<file path="src/rtl/uart_rx.sv">
// 8N1 UART receiver: 2-FF synchronised rx, oversampled on b_tick, LSB-first,
// registered rx_done / frame_err strobes.
//
// state   | meaning
// IDLE    | line idle, watching rx_s for a falling edge every clk
// START   | counting to mid start bit to reject glitches
// DATA    | sampling data bits at mid bit, LSB first
// STOP    | sampling stop bit at mid bit; deliver byte or flag frame error
// WAIT_HI | bad stop seen; wait for line to return high (break guard)
module uart_rx #(
  parameter int DATA_BITS  = 8,
  parameter int OVERSAMPLE = 16
) (
  input  logic                 clk,
  input  logic                 reset,
  input  logic                 b_tick,
  input  logic                 rx,
  output logic [DATA_BITS-1:0] rx_data,
  output logic                 rx_done,
  output logic                 rx_busy,
  output logic                 frame_err
);

  localparam int TW = $clog2(OVERSAMPLE);
  localparam int BW = (DATA_BITS > 1) ? $clog2(DATA_BITS) : 1;
  localparam logic [TW-1:0] TICK_MID  = TW'(OVERSAMPLE / 2 - 1);
  localparam logic [TW-1:0] TICK_END  = TW'(OVERSAMPLE - 1);
  localparam logic [BW-1:0] BIT_LAST  = BW'(DATA_BITS - 1);

  typedef enum logic [2:0] {
    IDLE    = 3'd0,
    START   = 3'd1,
    DATA    = 3'd2,
    STOP    = 3'd3,
    WAIT_HI = 3'd4
  } state_t;

  state_t               state, state_n;
  logic [TW-1:0]        tick_cnt, tick_n;
  logic [BW-1:0]        bit_cnt, bit_n;
  logic [DATA_BITS-1:0] shift, shift_n;
  logic [DATA_BITS-1:0] data_n;
  logic                 done_n, err_n;
  logic                 rx_meta, rx_s;
  logic [DATA_BITS:0]   shift_ext;

  always_ff @(posedge clk) begin
    if (reset) begin
      rx_meta <= 1'b1;
      rx_s    <= 1'b1;
    end else begin
      rx_meta <= rx;
      rx_s    <= rx_meta;
    end
  end

  assign shift_ext = {rx_s, shift};

  always_comb begin
    state_n = state;
    tick_n  = tick_cnt;
    bit_n   = bit_cnt;
    shift_n = shift;
    data_n  = rx_data;
    done_n  = 1'b0;
    err_n   = 1'b0;
    case (state)
      IDLE: begin
        // edge detect runs every clk; a coincident b_tick is deliberately not counted
        if (!rx_s) begin
          state_n = START;
          tick_n  = '0;
        end
      end
      START: begin
        if (b_tick) begin
          if (tick_cnt == TICK_MID) begin
            tick_n = '0;
            if (!rx_s) begin
              state_n = DATA;
              bit_n   = '0;
            end else begin
              state_n = IDLE;
            end
          end else begin
            tick_n = tick_cnt + TW'(1);
          end
        end
      end
      DATA: begin
        if (b_tick) begin
          if (tick_cnt == TICK_END) begin
            tick_n  = '0;
            shift_n = shift_ext[DATA_BITS:1];
            if (bit_cnt == BIT_LAST) state_n = STOP;
            else bit_n = bit_cnt + BW'(1);
          end else begin
            tick_n = tick_cnt + TW'(1);
          end
        end
      end
      STOP: begin
        if (b_tick) begin
          if (tick_cnt == TICK_END) begin
            tick_n = '0;
            if (rx_s) begin
              data_n  = shift;
              done_n  = 1'b1;
              state_n = IDLE;
            end else begin
              err_n   = 1'b1;
              state_n = WAIT_HI;
            end
          end else begin
            tick_n = tick_cnt + TW'(1);
          end
        end
      end
      WAIT_HI: begin
        if (rx_s) state_n = IDLE;
      end
      default: state_n = IDLE;
    endcase
  end

  always_ff @(posedge clk) begin
    if (reset) begin
      state     <= IDLE;
      tick_cnt  <= '0;
      bit_cnt   <= '0;
      shift     <= '0;
      rx_data   <= '0;
      rx_done   <= 1'b0;
      frame_err <= 1'b0;
    end else begin
      state     <= state_n;
      tick_cnt  <= tick_n;
      bit_cnt   <= bit_n;
      shift     <= shift_n;
      rx_data   <= data_n;
      rx_done   <= done_n;
      frame_err <= err_n;
    end
  end

  assign rx_busy = (state != IDLE);

endmodule

</file>
<file path="config.mk">
export PLATFORM = sky130hd
export DESIGN_NAME = uart_rx
export DESIGN_NICKNAME = d
export VERILOG_FILES = /design/src/rtl/uart_rx.sv
export SDC_FILE = /design/constraint.sdc
export NUM_CORES = 1
export LEC_CHECK = 0
export ABC_AREA = 1
export CORE_UTILIZATION = 25
export DETAILED_ROUTE_END_ITERATION = 12
export SYNTH_ARGS = -nofsm -noshare
export SYNTH_HDL_FRONTEND = slang
export SYNTH_SLANG_ARGS = --single-unit
</file>
<file path="constraint.sdc">
create_clock -name clk -period 1.6 [get_ports clk]
set_clock_uncertainty 0.15 [all_clocks]
set_input_delay 0.24 -clock clk [delete_from_list [all_inputs] [get_ports clk]]
set_output_delay 0.24 -clock clk [all_outputs]
set_load 0.01 [all_outputs]
</file>
==> impl_metrics.toml <==
[worst_hold_path]
holdPathStages = 1
hold_path.class = "reg2reg"

[power_and_ir_drop]
power_frac_comb_pct = 32.1
p_leak_nw = 0.768
internal_power_mw = 1.43
p_sw_mw = 0.756
seq_power_share_pct = 38.5
p_clk_share_pct = 29.3
swShare_pct = 34.6
p_per_area_nw_per_um2 = 1170
total_power_mw = 2.18
peakVddDrop_mv = 0.403

[flow_run]
max-cap-violations = 0

[setup_path]
worstSetupPathDepth = 9
critical_path.cell_chain = "ha_4, ha_4, nand3b_1, nand2_1, nand3_2, nor2_4, nand2_1, nand2_1, nor2_1"
reg2reg_slack_ps = 50
cp_slowest_cell = "dfxtp_2"
critPathBufInv = 0
crit_type = "reg2reg"
reg2reg_depth = 9
required_ps = 1630
crit_path_max_incr_delay_ps = 340
crit_path_max_fanout = 6
cp_top_family = "simple AND/OR/NAND/NOR gates"
cp-start-kind = "flip-flop"
cpMostUsedCell = "nand2_1"
arrival_ps = 1580
cp-end-kind = "flip-flop"

[yosys]
yosys-mux-area-fraction_pct = 0
syn_avg_cell_area_um2 = 7.12
async_flop_share_pct = 0
synth_edf_count = 0
synth_xor_area_share_pct = 0
synth_top_family_by_area = "simple AND/OR/NAND/NOR gates"
synth_cell_types = 21
yosysMostFrequentCell = "nor2_1"
syn_nets = 195
yosys.area.top_type_share_pct = 44.9
ys_seq_elements = 30
yosys.area_share.simple_pct = 35.2
ys_seq_area_share_pct = 44.9
yosys.area.top_type = "dfxtp_1"
synth_compound_area_share_pct = 10.8
synth_area_um2 = 1340
synth_fa_ha_area_share_pct = 2.80
yosys-top-cells-count = "nor2_1 (52), dfxtp_1 (30), nand2_1 (26), o21ai_0 (20), inv_1 (13)"
synth_ff_type = "dfxtp_1"
synth_area_leaders = "dfxtp_1 (45%), nor2_1 (15%), o21ai_0 (7.5%)"
yosys_warnings = 0
synthCells = 188

[clock_network]
clk-insertion-delay-late_ps = 280
clock_sinks = 30
cts-htree-levels = 2
cts_buffers = 5
clk_pin_slew_ps = 60
clk_path_buf_depth = 2
cts_tree = "done"
postCtsHoldBufs = 0
clockRootBuffer = "clkbuf_8"

[place]
place_area_um2 = 1640
dp_hpwl_um = 1950
globalplace.congestion = 0.870
port_buffers = 14

[final_layout]
fin_area_um2 = 1870
n_antenna_cell = 0
fillers = 558
nNetsFinal = 226
drive_gt1_share_pct = 26.4
area_growth_pct = 39.5
final_util_pct = 36.3

[floorplanning]
row_count = 26
die_h_um = 75.2
io_pins = 15
die-area_um2 = 5650
die_x_um = 75.2
core_area_um2 = 5140
initial_core_util_pct = 26.0

[sta]
hold_violations = 0
setup_viol = 0
tightest_slew_ps = 309
maxSlewViolCount = 0
maxSlewHeadroom_pct = 79.2
period_needed_ps = 1550
fmax_ghz = 0.643
fin_crit_sh_pct = 97.1
whs_ps = 289
rsz0062_at_grt = "yes"

[grt]
antenna_found_initial = 0
gr-total-overflow = 0
grt_pass1_wl_um = 4600
grt_usage_pct = 10.9
grt_max_degree = 25
first_global_vias = 1086

[run_status]
status = "finished, final reports clean"

[route]
via_per_inst = 4.38
drc = 0
drt-total-wl_um = 2870
drt_iter0_drc = 67
wl_per_cell_um = 9.90
num_vias = 1269
drtPass1Iterations = 4
antenna_left = 0
-- cells by family (layout without fill, tap and decap cells) --
family                     count (synthesis)  after routing
and+or+nand+nor                          106            106
DFF                                       30             30
AOI/OAI and AO/OA                         29             29
buffers and inverters                     20             52
adders and majority gates                  3              3
-- path summary, 6_finish.rpt --
check / to / start
max reg2reg: bit_cnt[0] / bit_cnt[0]
min reg2reg: rx_s / rx_meta
max: bit_cnt[0] / bit_cnt[0]
min: rx_s / rx_meta
-- cell usage in the layout, fill, tap and decap left out, types with 3 or more instances in the layout --
cell type         n
nor2_1           50
dfxtp_1          25
nand2_1          22
o21ai_0          20
inv_1            12
clkdlybuf4s50_1  12
buf_4            11
nand2_2           8
a21oi_1           8
nand3_2           6
nand3_1           6
clkbuf_8          6
nor2_4            5
inv_2             4
dfxtp_2           4
ha_4              3
-- stage by stage --
step | cells | worst slack, ps | TNS (ps)
5_1_grt | 290 | -27.0 | -71.2
4_1_cts | 289 | 0.461 | 0
2_1_floorplan | 188 | 98.4 | 0
3_3_place_gp | 280 | -109 | -1180
3_5_place_dp | 280 | -153 | -1720
6_report | 290 | 45.9 | 0
-- sequential cells by signal (all words and copies together), names as in the netlist --
signal and count:
shift 8, tick_cnt 4, state 3, bit_cnt 3
rx_meta 1, rx_done 1, frame_err 1, rx_s 1
rx_data 8
-- final cells by class --
class,instances,area (µm²),area share (%)
timing repair buffer,27,255,13.7
clock buffer,6,82.6,4.42
inverter,17,66.3,3.55
sequential,30,609,32.6
multi-input combinational,138,754,40.4
clock inverter,2,12.5,0.670
tap,70,87.6,4.69
-- repair_timing --
action,CTS,global route
pin swaps,4,9
cloned,0,0
setup buffers,1,1
resized for setup,12,20
endpoints found under the setup margin,7,14
-- power groups by stage --
stage	logic, mW	clock network, mW	registers [mW]
after global routing	0.789	0.691	0.849
after global placement	0.593	0	0.836
after CTS	0.621	0.660	0.830
after detailed placement	0.594	0	0.837
after floorplan	0.432	0	0.839
final	0.702	0.640	0.841
-- metal layers --
| metal | GRT usage, % | up-vias | share of wire (%) |
|---|---|---|---|
| li1 | - | 662 | - |
| met1 | 13.5 | 566 | 47 |
| met2 | 16.8 | 34 | 46 |
| met3 | 3.21 | 7 | 4.8 |
| met4 | 6.17 | 0 | 2.4 |
| met5 | 0 | - | 0 |
-- worst register-to-register path, stage by stage, from the launching register on --
cell and delay (ps):
dfxtp_2 340, ha_4 160, ha_4 140, nand3b_1 170, nand2_1 90, nand3_2 80
nor2_4 160, nand2_1 70, nand2_1 60, nor2_1 40
(Power assumes the default switching activity.)
